**src/rtl/bfm_reservation_station.sv**
```systemverilog
// bfm_reservation_station: buffers UBFM ops, snoops the CDB, issues one
// ready op per cycle. Optional age-ordered issue: BFM_RS_AGE_ORDER_EN.
//
// Ports:
//   clk, rst            clock, synchronous active-high reset
//   flush               squash all entries at the next edge
//   disp_*              dispatch request (valid/ready) and op fields
//   cdb_*               common data bus broadcast (tag, value)
//   iss_*               issue to UBFM unit (valid/ready) and op fields
//   occupancy           number of valid entries

module bfm_reservation_station #(
  parameter int DEPTH  = 4,
  parameter int TAG_W  = 5,
  parameter int DATA_W = 64
) (
  input  logic                     clk,
  input  logic                     rst,
  input  logic                     flush,
  input  logic                     disp_valid,
  output logic                     disp_ready,
  input  logic                     disp_src_rdy,
  input  logic [TAG_W-1:0]         disp_src_tag,
  input  logic [DATA_W-1:0]        disp_src_val,
  input  logic [5:0]               disp_imms,
  input  logic [5:0]               disp_immr,
  input  logic [TAG_W-1:0]         disp_dst_tag,
  input  logic                     cdb_valid,
  input  logic [TAG_W-1:0]         cdb_tag,
  input  logic [DATA_W-1:0]        cdb_val,
  output logic                     iss_valid,
  input  logic                     iss_ready,
  output logic [DATA_W-1:0]        iss_val_a,
  output logic [5:0]               iss_imms,
  output logic [5:0]               iss_immr,
  output logic [TAG_W-1:0]         iss_dst_tag,
  output logic [$clog2(DEPTH):0]   occupancy
);

  localparam int IW = $clog2(DEPTH);
  localparam int CW = IW + 1;

  logic [DEPTH-1:0]  valid_q;
  logic [DEPTH-1:0]  src_rdy_q;
  logic [TAG_W-1:0]  src_tag_q [DEPTH];
  logic [DATA_W-1:0] src_val_q [DEPTH];
  logic [5:0]        imms_q    [DEPTH];
  logic [5:0]        immr_q    [DEPTH];
  logic [TAG_W-1:0]  dst_q     [DEPTH];
  logic [CW-1:0]     occ_q;

  logic [DEPTH-1:0]  rdy;
  logic [IW-1:0]     sel;
  logic [IW-1:0]     free_idx;
  logic              disp_fire;
  logic              iss_fire;
  logic              disp_hit;

  assign rdy        = valid_q & src_rdy_q;
  assign occupancy  = occ_q;
  assign disp_ready = occ_q < CW'(DEPTH);
  assign disp_fire  = disp_valid && disp_ready && !flush;
  assign iss_valid  = |rdy;
  assign iss_fire   = iss_valid && iss_ready;
  // operand produced on the CDB in the very cycle it is dispatched
  assign disp_hit   = cdb_valid && (cdb_tag == disp_src_tag);

  always_comb begin
    free_idx = '0;
    for (int i = DEPTH - 1; i >= 0; i--) begin
      if (!valid_q[i]) free_idx = IW'(i);
    end
  end

`ifdef BFM_RS_AGE_ORDER_EN
  // rank 0 is the oldest valid entry; ranks stay dense
  logic [IW-1:0] age_q [DEPTH];
  logic [IW-1:0] best;
  logic          found;

  always_comb begin
    sel   = '0;
    best  = '0;
    found = 1'b0;
    for (int i = 0; i < DEPTH; i++) begin
      if (rdy[i] && (!found || age_q[i] < best)) begin
        sel   = IW'(i);
        best  = age_q[i];
        found = 1'b1;
      end
    end
  end

  always_ff @(posedge clk) begin
    for (int i = 0; i < DEPTH; i++) begin
      if (iss_fire && age_q[i] > age_q[sel]) begin
        age_q[i] <= age_q[i] - IW'(1);
      end
    end
    // newest op ranks behind every survivor
    if (disp_fire) begin
      age_q[free_idx] <= IW'(occ_q - CW'(iss_fire));
    end
  end
`else
  always_comb begin
    sel = '0;
    for (int i = DEPTH - 1; i >= 0; i--) begin
      if (rdy[i]) sel = IW'(i);
    end
  end
`endif

  assign iss_val_a   = src_val_q[sel];
  assign iss_imms    = imms_q[sel];
  assign iss_immr    = immr_q[sel];
  assign iss_dst_tag = dst_q[sel];

  always_ff @(posedge clk) begin
    if (rst || flush) begin
      valid_q <= '0;
      occ_q   <= '0;
    end else begin
      occ_q <= occ_q + CW'(disp_fire) - CW'(iss_fire);
      if (iss_fire) valid_q[sel] <= 1'b0;
      if (disp_fire) valid_q[free_idx] <= 1'b1;
    end
  end

  // payload needs no reset; only valid entries are ever observed
  always_ff @(posedge clk) begin
    for (int i = 0; i < DEPTH; i++) begin
      if (valid_q[i] && !src_rdy_q[i] && cdb_valid &&
          cdb_tag == src_tag_q[i]) begin
        src_rdy_q[i] <= 1'b1;
        src_val_q[i] <= cdb_val;
      end
    end
    if (disp_fire) begin
      src_rdy_q[free_idx] <= disp_src_rdy || disp_hit;
      src_val_q[free_idx] <= disp_src_rdy ? disp_src_val : cdb_val;
      src_tag_q[free_idx] <= disp_src_tag;
      imms_q[free_idx]    <= disp_imms;
      immr_q[free_idx]    <= disp_immr;
      dst_q[free_idx]     <= disp_dst_tag;
    end
  end

endmodule

```
**config.mk**
```make
export PLATFORM = sky130hd
export DESIGN_NAME = bfm_reservation_station
export DESIGN_NICKNAME = d
export VERILOG_FILES = /design/src/rtl/bfm_reservation_station.sv
export SDC_FILE = /design/constraint.sdc
export NUM_CORES = 1
export LEC_CHECK = 0
export CORE_ASPECT_RATIO = 1.1
export CORE_MARGIN = 1.5
export CORE_UTILIZATION = 25
export DETAILED_ROUTE_END_ITERATION = 10
export SYNTH_ARGS = -nofsm -noshare
export SYNTH_HDL_FRONTEND = slang
export SYNTH_SLANG_ARGS = --single-unit
```
**constraint.sdc**
```tcl
create_clock -name clk -period 15.74 [get_ports clk]
set_input_delay 2.361 -clock clk [delete_from_list [all_inputs] [get_ports clk]]
set_output_delay 2.361 -clock clk [all_outputs]
set_load 0.02 [all_outputs]
```
-- After elaboration in Yosys (flattened, before gate mapping)
Memories as Yosys holds them, arrays and structs flattened.
Index checks and enable logic that the tools add are counted.
- bits in registers: 11
- memory bits (writable): 344
- bits of input ports: 162
- output and inout bits: 86
- word-level logic and storage cells: 82
- memories: 5
- memories (name ; depth ; bits a word ; rd ports ; clocked after Yosys merged registers in ; write ports ; line ; RTL):
    src_val_q ; 4 ; 64 ; 1 ; 0 ; 5 ; 46 ; logic [DATA_W-1:0] src_val_q [DEPTH];
    immr_q ; 4 ; 6 ; 1 ; 0 ; 1 ; 48 ; logic [5:0] immr_q [DEPTH];
    imms_q ; 4 ; 6 ; 1 ; 0 ; 1 ; 47 ; logic [5:0] imms_q [DEPTH];
    dst_q ; 4 ; 5 ; 1 ; 0 ; 1 ; 49 ; logic [TAG_W-1:0] dst_q [DEPTH];
    src_tag_q ; 4 ; 5 ; 4 ; 0 ; 1 ; 45 ; logic [TAG_W-1:0] src_tag_q [DEPTH];
- $add $sub $neg: 2
- $lt $le $gt $ge: 5
- equal/unequal tests: 5
- multiplexer cells: 32
- bitwise logic cells: 4
- reductions and logical operators: 26
- operator list (operator ; number):
    2-to-1 mux 64 bit ; 1
    == test 5 bit ; 5
    logical AND 1 bit ; 18
    2-to-1 mux 1 bit ; 16
    2-to-1 mux 2 bit ; 8
    2-to-1 mux 4 bit ; 4
    bitwise AND 4 bit ; 2
    less-than comparator 2 x 3 -> 1 bit (second input constant) ; 2
    zero test 1 bit ; 5
    bitwise mux 4 bit ; 1
    demux 1 bit (select 2 bit) ; 2
    greater-or-equal comparator 2 x 1 -> 1 bit (second input constant) ; 2
    NOT 4 bit ; 1
    bitwise OR 4 bit ; 1
    OR reduction 4 bit ; 1
    adder 3 x 1 -> 3 bit ; 1
    less-than comparator 3 bit (second input constant) ; 1
    subtractor 3 x 1 -> 3 bit ; 1
    logical OR 1 bit ; 2

-- Longest topological paths before layout
Gate-level depths: netlist of run 1.
- word-level depth: 15
- gate-level depth with buffers: 12
- depth with buffers taken out: 11

-- Worst setup path before layout of run 1
No wires, ideal clock.
- path type: input to register
- from: in cdb_tag[3]
- to: mem src_val_q[1][0] (enable)
- setup time: 499 ps
- data arrival time: 6106 ps
- data required time: 15241 ps
- setup slack: 9134 ps
- stages: 5
- path buffers: 1
- cells stage by stage: clkbuf_1 -> xor2_1 -> nor4_1 -> nand4_1 -> o21bai_1
- RTL lines (element ; line ; RTL):
    start, declared ; 29 ; input logic [TAG_W-1:0] cdb_tag,
    end, declared ; 46 ;

-- Final worst setup path of run 1
- from: reg valid_q[2]
- to: out iss_val_a[1]
- word-level cells in the longest chain between the ends: 5
- ends and longest elaborated chain (element ; line ; RTL):
    start, declared ; 43 ; logic [DEPTH-1:0] valid_q;
    start signal, assigned ; 121 ; valid_q <= '0;
    start signal, assigned by index ; 125 ; if (iss_fire) valid_q[sel] <= 1'b0;
    start signal, assigned by index ; 126 ; if (disp_fire) valid_q[free_idx] <= 1'b1;
    bitwise AND 4 bit ; 59 ; assign rdy = valid_q & src_rdy_q;
    2-to-1 mux 2 bit (3 in series) ; 109 ; if (rdy[i]) sel = IW'(i);
    memory read (4 x 64 bit) ; n/a ;
    end, declared ; 33 ; output logic [DATA_W-1:0] iss_val_a,
Every way passes these cells.

==> results of run 1 <==
synth_stat cells, drive strengths merged:
| master | count |
|---|---|
| fa | 1 |
| xor2 | 20 |
| and3 | 1 |
| a221o | 81 |
| nand4bb | 1 |
| nor3 | 3 |
| nor2 | 5 |
| nand2 | 12 |
| and3b | 1 |
| or3b | 1 |
| xnor2 | 7 |
| nor4 | 5 |
| o21bai | 4 |
| nor2b | 1 |
| clkbuf | 40 |
| a22oi | 4 |
| nor3b | 2 |
| a211oi | 1 |
| nand2b | 1 |
| a31oi | 3 |
| buf | 26 |
| nand3 | 2 |
| ha | 2 |
| mux2 | 256 |
| and2 | 3 |
| a22o | 81 |
| o21a | 2 |
| a21boi | 1 |
| nand4 | 4 |
| edfxtp | 344 |
| inv | 6 |
| a21oi | 3 |
| dfxtp | 11 |
kinds of logic (layout without fill, tap and decap cells):
logic type	after synthesis	in the layout
flip-flops	355	355
multiplexers	256	256
AO/OA/AOI/OAI	180	180
buffers and inverters	72	346
AND/OR/NAND/NOR	42	42
XOR/XNOR	27	27
adder cells (fa/ha/maj)	3	3
other	0	4
stage by stage:
step | instances | instance area (µm²) | hold slack (ns) | total power, µW | worst slack (ns)
after floorplan | 935 | 16000 | 0.508 | 1160 | 9.13
after CTS | 2050 | 20700 | 0.578 | 2140 | 9.67
after global placement | 1980 | 19500 | 0.560 | 1240 | 10.22
final | 2054 | 20700 | 0.574 | 2110 | 9.74
after global routing | 2051 | 20700 | 0.617 | 2180 | 9.58
after detailed placement | 1980 | 19500 | 0.566 | 1250 | 10.19
metal layers:
layer	vias up	wire length [µm]	GRT usage, %
met5	-	0	0
met4	0	860	3.59
met3	54	2680	3.64
met2	221	21500	22.0
met1	4812	18000	15.9
li1	4362	-	-
worst reg2reg max path, delay by kind of cell, from the launching register on:
kind,cells,cell delay (ns)
buf+inv,2,0.89
mux,1,0.42
flops,1,0.60
simple gates,3,1.02
area by class of cell:
type,instances,area [µm²],share of cell area (%)
multi-input cells,508,5180,25.1
flip-flops and latches,355,10600,51.0
clock buffers,47,1050,5.07
inverters,6,22.5,0.109
diodes,4,10.0,0.0484
repair buffers,270,2650,12.8
well taps,841,1050,5.09
clock inverters,23,169,0.817
how the worst max path moves through the flow:
stage,startpoint,end,cells past startpoint
after floorplan,cdb_tag[3],src_val_q[1][0]$_DFFE_PP_,5
after global placement,flush,src_val_q[1][48]$_DFFE_PP_,7
after detailed placement,flush,src_val_q[1][37]$_DFFE_PP_,7
after CTS,valid_q[2]$_SDFF_PP0_,iss_val_a[5],6
after global routing,valid_q[2]$_SDFF_PP0_,iss_dst_tag[1],6
final,valid_q[2]$_SDFF_PP0_,iss_val_a[1],6
power groups by stage:
stage / Combinational [µW] / Clock, µW / Sequential (µW)
6_report: 167 / 885 / 1060
3_3_place_gp: 164 / 0 / 1080
4_1_cts: 169 / 911 / 1060
3_5_place_dp: 167 / 0 / 1080
2_1_floorplan: 77.3 / 0 / 1080
5_1_grt: 179 / 943 / 1060
flip-flops by register name (all words and copies together) (netlist names):
signal     cells
dst_q         20
immr_q        24
imms_q        24
occupancy      3
src_rdy_q      4
src_tag_q     20
src_val_q    256
valid_q        4
==> results_dict.tcl, run 1 <==
set metrics [dict create \
    layout_commonest_cell "edfxtp_1" \
    switching_share_pct 21.6 \
    hold_violations 0 \
    max_freq_ghz 0.167 \
    synth_cells 935 \
    drt_iter0_markers 444 \
    synth_xor_area_share_pct 1.48 \
    clkPwrFrac_pct 41.9 \
    outcome "complete, no violations" \
    nNetsFinal 1346 \
    vdd_drop_max_mv 0.0543 \
    vias_per_cell 4.60 \
    start_util_pct 25.2 \
    synth-simple-area-share_pct 1.63 \
    hp-start "src_rdy_q[2]$_DFF_P_" \
    grt_max_degree 44 \
    crit_buf_inv 2 \
    p_leak_uw 0.00679 \
    synth_top_area_share_pct 64.5 \
    synth-seq-area-share_pct 65.9 \
    grt.total_usage_pct 12.9 \
    dpl.hpwl_um 26100 \
    clkTransAtPathRegs_ns 0.06 \
    grt_pass1_vias 10056 \
    syn_nets 1100 \
    synth.distinct_cells 39 \
    nFillCells 6146 \
    holdPathEnd "src_rdy_q[2]$_DFF_P_" \
    clkLatencyLatePin_ns 0.55 \
    vias 9449 \
    rows 97 \
    combPwrFrac_pct 7.9 \
    min_period_over_period_pct 38.1 \
    ys_ff_latch 355 \
    synth_top_family_by_area "multiplexers" \
    cellPowerDensity_nw_per_um2 102 \
    cpLargestDelayFamily "buffers and inverters" \
    mostFrequentLayoutCells "344 x edfxtp_1, 247 x clkdlybuf4s50_1, 246 x mux2_2" \
    min_path_cells 2 \
    rr_worst_depth 6 \
    layout-drive-gt1-share_pct 28.0 \
    cts_htree_levels 2 \
    drt-wirelength-per-cell_um 21.0 \
    p_int_uw 1660 \
    finalWirelength_um 43100 \
    gp_congestion 0.741 \
    port_buffers 247 \
    skew_ns 0.0179 \
    drc 0 \
    cpPeakStageDelay_ns 0.78 \
    avgSynthCellArea_um2 17.1 \
    start_kind "flop" \
    grt_pass1_wl_um 63600 \
    timing.final.crit_period_ns 6.00 \
    report.final.setup_viol 0 \
    dieArea_um2 65600 \
    io-pin-count 248 \
    cts-root-buf "clkbuf_16" \
    drtPass1Iterations 4 \
    ctsHoldBuffers 0 \
    crit_path_cell_trace "nand2_1, and3b_4, buf_4, a22o_1, a221o_1, clkdlybuf4s50_1" \
    cap_violations 0 \
    pwr-share-seq_pct 50.2 \
    drtAntennaViolNets 0 \
    p_switching_uw 455 \
    endpoint_kind "primary output" \
    die_w_um 244 \
    numClockSinks 355 \
    r2r_end "src_val_q[3][57]$_DFFE_PP_" \
    final_util_pct 32.6 \
    cts_buffer_depth 3 \
    synth_top_area_cell "edfxtp_1" \
    worst_path_max_delay_cell "and3b_4" \
    grt_overflow_total 0 \
    path_max_fanout 43 \
    yosysWarnings 0 \
    setup_tns_ns 0 \
    tightest_slew_ns 0.752 \
    synthAdderAreaFrac_pct 0.281 \
    r2r_setup_slack_ns 12.58 \
    drv_slew 0 \
    grt_setup_unrepaired "no" \
    numCtsBuffers 40 \
    yosys-mux-area-fraction_pct 18.0 \
    cts-resized-gates 0 \
    cts_tree "yes" \
    syn_area_um2 16000 \
    required_ns 13.38 \
    crit_arrival_ns 3.64 \
    hp-class "flop to flop" \
    synthToLayoutAreaGrowth_pct 29.2 \
    antenna_found_initial 1 \
    r2r_start "valid_q[0]$_SDFF_PP0_" \
    post-cts-setup-buffer-count 0 \
    synth_area_leaders "edfxtp_1 65%, mux2_2 17%, a221o_1 5.1%, a22o_1 4.4%, dfxtp_1 1.4%" \
    path_class "flop to primary output" \
    synth-compound-area-share_pct 10.3 \
    slew_headroom_pct 49.9 \
    die_height_um 268 \
    fp.coreArea_um2 63500 \
]
Note: power is estimated with default switching activity, not from simulation.
==> run 2, diff against run 1 <==
- clock period: 15.74 -> 5.7 ns (I/O delays scaled with it)
==> run 2 against run 1 <==
Utilization rose by 0.12 points. Combinational power rose to 2.8 times the previous value. Clock-buffer cell count rose by 3. Sequential cell count did not move. Sequential power rose to 2.8 times the previous value. Final area rose by 0.38%. Critical path depth did not move. Via count rose by 0.87%. Worst hold slack improved by 0.013 ns. Worst setup slack got worse by 8.3 ns. Clock skew barely moved. Non-clock buffer count rose by 4. Critical path type unchanged. Critical endpoint is now iss_val_a[0].
==> results_dict.tcl, run 2 (synthesis results as in run 1) <==
set metrics [dict create \
    outcome "complete, no violations" \
    pwr-share-seq_pct 50.1 \
    drv_slew 0 \
    finalWirelength_um 43900 \
    cap_violations 0 \
    path_max_fanout 43 \
    slew_headroom_pct 29.2 \
    switching_share_pct 21.6 \
    cpPeakStageDelay_ns 0.66 \
    timing.final.crit_period_ns 4.22 \
    synthToLayoutAreaGrowth_pct 29.7 \
    die_height_um 268 \
    clkPwrFrac_pct 41.9 \
    endpoint_kind "primary output" \
    required_ns 4.85 \
    numClockSinks 355 \
    cts-resized-gates 0 \
    vdd_drop_max_mv 0.159 \
    mostFrequentLayoutCells "344 x edfxtp_1, 247 x clkdlybuf4s50_1, 246 x mux2_2" \
    grt_pass1_wl_um 64000 \
    cellPowerDensity_nw_per_um2 282 \
    worst_path_max_delay_cell "nor2b_4" \
    vias_per_cell 4.64 \
    clkTransAtPathRegs_ns 0.06 \
    min_period_over_period_pct 74.0 \
    report.final.setup_viol 0 \
    grt_overflow_total 0 \
    tightest_slew_ns 1.06 \
    nNetsFinal 1350 \
    gp_congestion 0.711 \
    drtAntennaViolNets 0 \
    setup_tns_ns 0 \
    vias 9531 \
    grt_pass1_vias 10166 \
    crit_arrival_ns 3.36 \
    hold_violations 0 \
    cts_tree "yes" \
    top_regs "src_val_q x256, immr_q x24, imms_q x24" \
    drc 0 \
    registers.top_by_ff_count "src_val_q" \
    grt.total_usage_pct 13.1 \
    cts_buffer_depth 3 \
    antenna_found_initial 2 \
    start_kind "flop" \
    ctsHoldBuffers 0 \
    crit_path_cell_trace "nand2_1, and3_1, nor2b_4, buf_12, a221o_1, clkdlybuf4s50_1" \
    dpl.hpwl_um 26700 \
    nFillCells 6156 \
    drt_iter0_markers 559 \
    die_w_um 244 \
    combPwrFrac_pct 7.9 \
    cpLargestDelayFamily "simple AND/OR/NAND/NOR gates" \
    grt_setup_unrepaired "no" \
    start_util_pct 25.2 \
    path_class "flop to primary output" \
    skew_ns 0.0177 \
    cts-root-buf "clkbuf_16" \
    dieArea_um2 65600 \
    rows 97 \
    numCtsBuffers 40 \
    clkLatencyLatePin_ns 0.55 \
    layout_commonest_cell "edfxtp_1" \
    p_switching_uw 1260 \
    layout-drive-gt1-share_pct 28.1 \
    cts_htree_levels 2 \
    p_total_uw 5840 \
    io-pin-count 248 \
    p_leak_uw 0.00683 \
    crit_buf_inv 2 \
    max_freq_ghz 0.237 \
    largest_register_ffs 256 \
    drt-wirelength-per-cell_um 21.4 \
    p_int_uw 4580 \
    fp.coreArea_um2 63500 \
    post-cts-setup-buffer-count 0 \
    grt_max_degree 58 \
    hp-class "flop to flop" \
    drtPass1Iterations 5 \
    port_buffers 247 \
]
-- run 2: changes by cell type in the layout (fill, tap and decap cells not counted), sizes merged --
cell	before	now
clkinvlp	4	2
buf	23	27
clkinv	16	15
diode	4	1
clkbuf	47	50
-- run 2: routing by layer --
layer | part of all wire (%) | wire (µm) | vias up | GRT usage [%]
met4 | 2.0 | 860 | 4 | 3.47
met1 | 42 | 18400 | 4885 | 15.9
met2 | 50 | 22100 | 217 | 23.0
met3 | 5.9 | 2600 | 58 | 3.32
li1 | - | - | 4367 | -
met5 | 0.032 | 14 | - | 0
-- run 2: tightest hold or removal path, delay by kind of cell, from the launching register on --
family / cells / cell delay (ns)
AOI/OAI and AO/OA: 1 / 0.07
DFF: 1 / 0.35
and+or+nand+nor: 1 / 0.11
-- run 2: cell type report --
| type | instances | area [µm²] | share of cell area (%) |
|---|---|---|---|
| antenna | 1 | 2.50 | 0.0121 |
| clock buffer | 50 | 1060 | 5.11 |
| clock inverter | 20 | 151 | 0.729 |
| inverter | 6 | 22.5 | 0.108 |
| multi-input combinational | 508 | 5180 | 25.0 |
| sequential | 355 | 10600 | 50.8 |
| tap | 841 | 1050 | 5.07 |
| timing repair buffer | 274 | 2740 | 13.2 |
-- run 2: power groups by stage --
stage	registers (µW)	logic [µW]	clock network, µW
after floorplan	2980	213	0
after global placement	2980	459	0
after detailed placement	2980	467	0
after CTS	2930	470	2530
after global routing	2930	498	2620
final	2930	465	2450
-- run 2: final timing paths --
path	start	to	slack, ns	depth (start not counted)
setup / recovery	valid_q[0]$_SDFF_PP0_	iss_val_a[0]	1.48	6
hold / removal	src_rdy_q[2]$_DFF_P_	src_rdy_q[2]$_DFF_P_	0.59	2
setup reg to reg	valid_q[0]$_SDFF_PP0_	src_val_q[3][14]$_DFFE_PP_	2.59	6
hold reg to reg	src_rdy_q[2]$_DFF_P_	src_rdy_q[2]$_DFF_P_	0.59	2
-- run 2: through the flow --
step | setup WS [ns] | std cells | hold WS [ns] | instance area (µm²) | utilization (%)
floorplan | 0.600 | 935 | 0.508 | 16000 | -
global placement | 1.77 | 1984 | 0.568 | 19500 | 30.8
detailed placement | 1.72 | 1984 | 0.576 | 19500 | 30.8
CTS | 1.36 | 2054 | 0.593 | 20800 | 32.7
global route | 1.23 | 2054 | 0.625 | 20800 | 32.7
finish | 1.48 | 2055 | 0.587 | 20800 | 32.7
==> run 3, diff against run 2 <==
- clock period: 5.7 -> 3.55 ns (I/O delays scaled with it)
==> run 3 against run 2 <==
Combinational power grew 61%. Worst hold slack got worse by 0.012 ns. Die area unchanged. Final area increased by 1.4%. Worst setup slack got worse by 1.4 ns. Wire length grew 3.7%. Clock skew fell by 0.0051 ns.
==> results_dict.tcl, run 3 (synthesis results as in run 1) <==
set metrics [dict create \
    outcome "complete, no violations" \
    rows 97 \
    min_period_over_period_pct 96.7 \
    hold_violations 0 \
    antenna_found_initial 0 \
    cap_violations 0 \
    vdd_drop_max_mv 0.274 \
    die_height_um 268 \
    drt-wirelength-per-cell_um 22.0 \
    dieArea_um2 65600 \
    skew_ns 0.0126 \
    path_max_fanout 36 \
    timing.final.crit_period_ns 3.43 \
    cts_htree_levels 2 \
    cellPowerDensity_nw_per_um2 449 \
    gp_congestion 0.756 \
    finalWirelength_um 45500 \
    cts_buffer_depth 3 \
    drtAntennaViolNets 0 \
    holdWs_ns 0.575 \
    numClockSinks 355 \
    top_layer_used "met4" \
    p_leak_uw 0.00698 \
    io-pin-count 248 \
    max_freq_ghz 0.291 \
    p_total_uw 9460 \
    setup_tns_ns 0 \
    slew_headroom_pct 56.7 \
    final_cell_area_um2 21100 \
    dpl.hpwl_um 27900 \
    clkLatencyLatePin_ns 0.55 \
    drtPass1Iterations 4 \
    cts-root-buf "clkbuf_16" \
    grt.total_usage_pct 13.6 \
    hp-class "flop to flop" \
    wirelength_met1_um 19100 \
    vias 9704 \
    mostFrequentLayoutCells "344 x edfxtp_1, 246 x mux2_2, 244 x clkdlybuf4s50_1" \
    grt_setup_unrepaired "no" \
    crit_arrival_ns 2.90 \
    die_w_um 244 \
    grt_max_degree 38 \
    report.final.setup_viol 0 \
    tightest_slew_ns 0.650 \
    drc 0 \
    path_class "flop to primary output" \
    top_regs "src_val_q x256, immr_q x24, imms_q x24" \
    nNetsFinal 1363 \
    synthToLayoutAreaGrowth_pct 31.5 \
    fp.coreArea_um2 63500 \
    start_util_pct 25.2 \
    port_buffers 247 \
    largest_register_ffs 256 \
    numCtsBuffers 40 \
    drv_slew 0 \
    endpoint_kind "primary output" \
    clkTransAtPathRegs_ns 0.05 \
    layout_commonest_cell "edfxtp_1" \
    drt_iter0_markers 560 \
    dr_wl_met3_um 2120 \
    registers.top_by_ff_count "src_val_q" \
    grt_pass1_wl_um 66800 \
    required_ns 3.02 \
    vias_per_cell 4.69 \
    postPlaceCellArea_um2 19700 \
    met2_length_um 23300 \
    grt_overflow_total 0 \
    layout-drive-gt1-share_pct 29.1 \
    start_kind "flop" \
    cts_tree "yes" \
    grt_pass1_vias 10384 \
]
## run 3: changes by cell type in the layout (fill, tap and decap cells not counted), sizes merged, moves of 2 or more
cell           before  now
clkinv             15   17
dlygate4sd2         0    2
clkdlybuf4s50     247  244
buf                27   39
clkinvlp            2    0
## run 3: per-stage QoR
step | setup WS, ns | util, % | std cells
6_report | 0.117 | 33.2 | 2069
4_1_cts | -0.00116 | 33.2 | 2068
2_1_floorplan | 0.123 | - | 935
5_1_grt | 0.00183 | 33.2 | 2068
3_3_place_gp | 0.325 | 31.1 | 1989
3_5_place_dp | 0.292 | 31.1 | 1989
## run 3: where the power goes
group	internal, µW	switching (µW)
sequential	4670	27.5
combinational	427	322
clock	2330	1680
total	7430	2030
## run 3: critical path, stage by stage (launching register included)
cell             delay, ns
dfxtp_1               0.47
nand2_1               0.23
nand3_1               0.19
nand2_4               0.22
buf_12                0.26
a221o_1               0.37
clkdlybuf4s50_1       0.56
## run 3: path summary, 6_finish.rpt
| path | slack (ns) | depth (start not counted) | to | startpoint |
|---|---|---|---|---|
| worst min register to register | 0.57 | 2 | src_rdy_q[2]$_DFF_P_ | src_rdy_q[2]$_DFF_P_ |
| worst max register to register | 0.97 | 11 | occupancy[2]$_SDFF_PP0_ | valid_q[2]$_SDFF_PP0_ |
| worst max-delay path | 0.12 | 6 | iss_val_a[39] | valid_q[2]$_SDFF_PP0_ |
| worst min-delay path | 0.57 | 2 | src_rdy_q[2]$_DFF_P_ | src_rdy_q[2]$_DFF_P_ |
## run 3: timing repair
action                                  CTS  global route
hold buffers                              0             0
setup buffers                             7             0
endpoints found under the setup margin   73            59
cloned                                    1             0
endpoints found under the hold margin     0             0
resized for setup                         3             3
pin swaps                                 0             0
## run 3: routing by layer
| metal | vias up | global-route usage (%) |
|---|---|---|
| met5 | - | 0 |
| met4 | 0 | 4.14 |
| met3 | 72 | 2.44 |
| met2 | 263 | 24.0 |
| met1 | 4971 | 16.9 |
| li1 | 4398 | - |
## run 3: cell type report
cell class,count,area [µm²]
clock buffer,49,1060
fill,6070,42400
sequential,355,10600
inverter,6,22.5
clock inverter,22,185
multi-input combinational,509,5190
tap,841,1050
antenna,1,2.50
timing repair buffer,286,2990
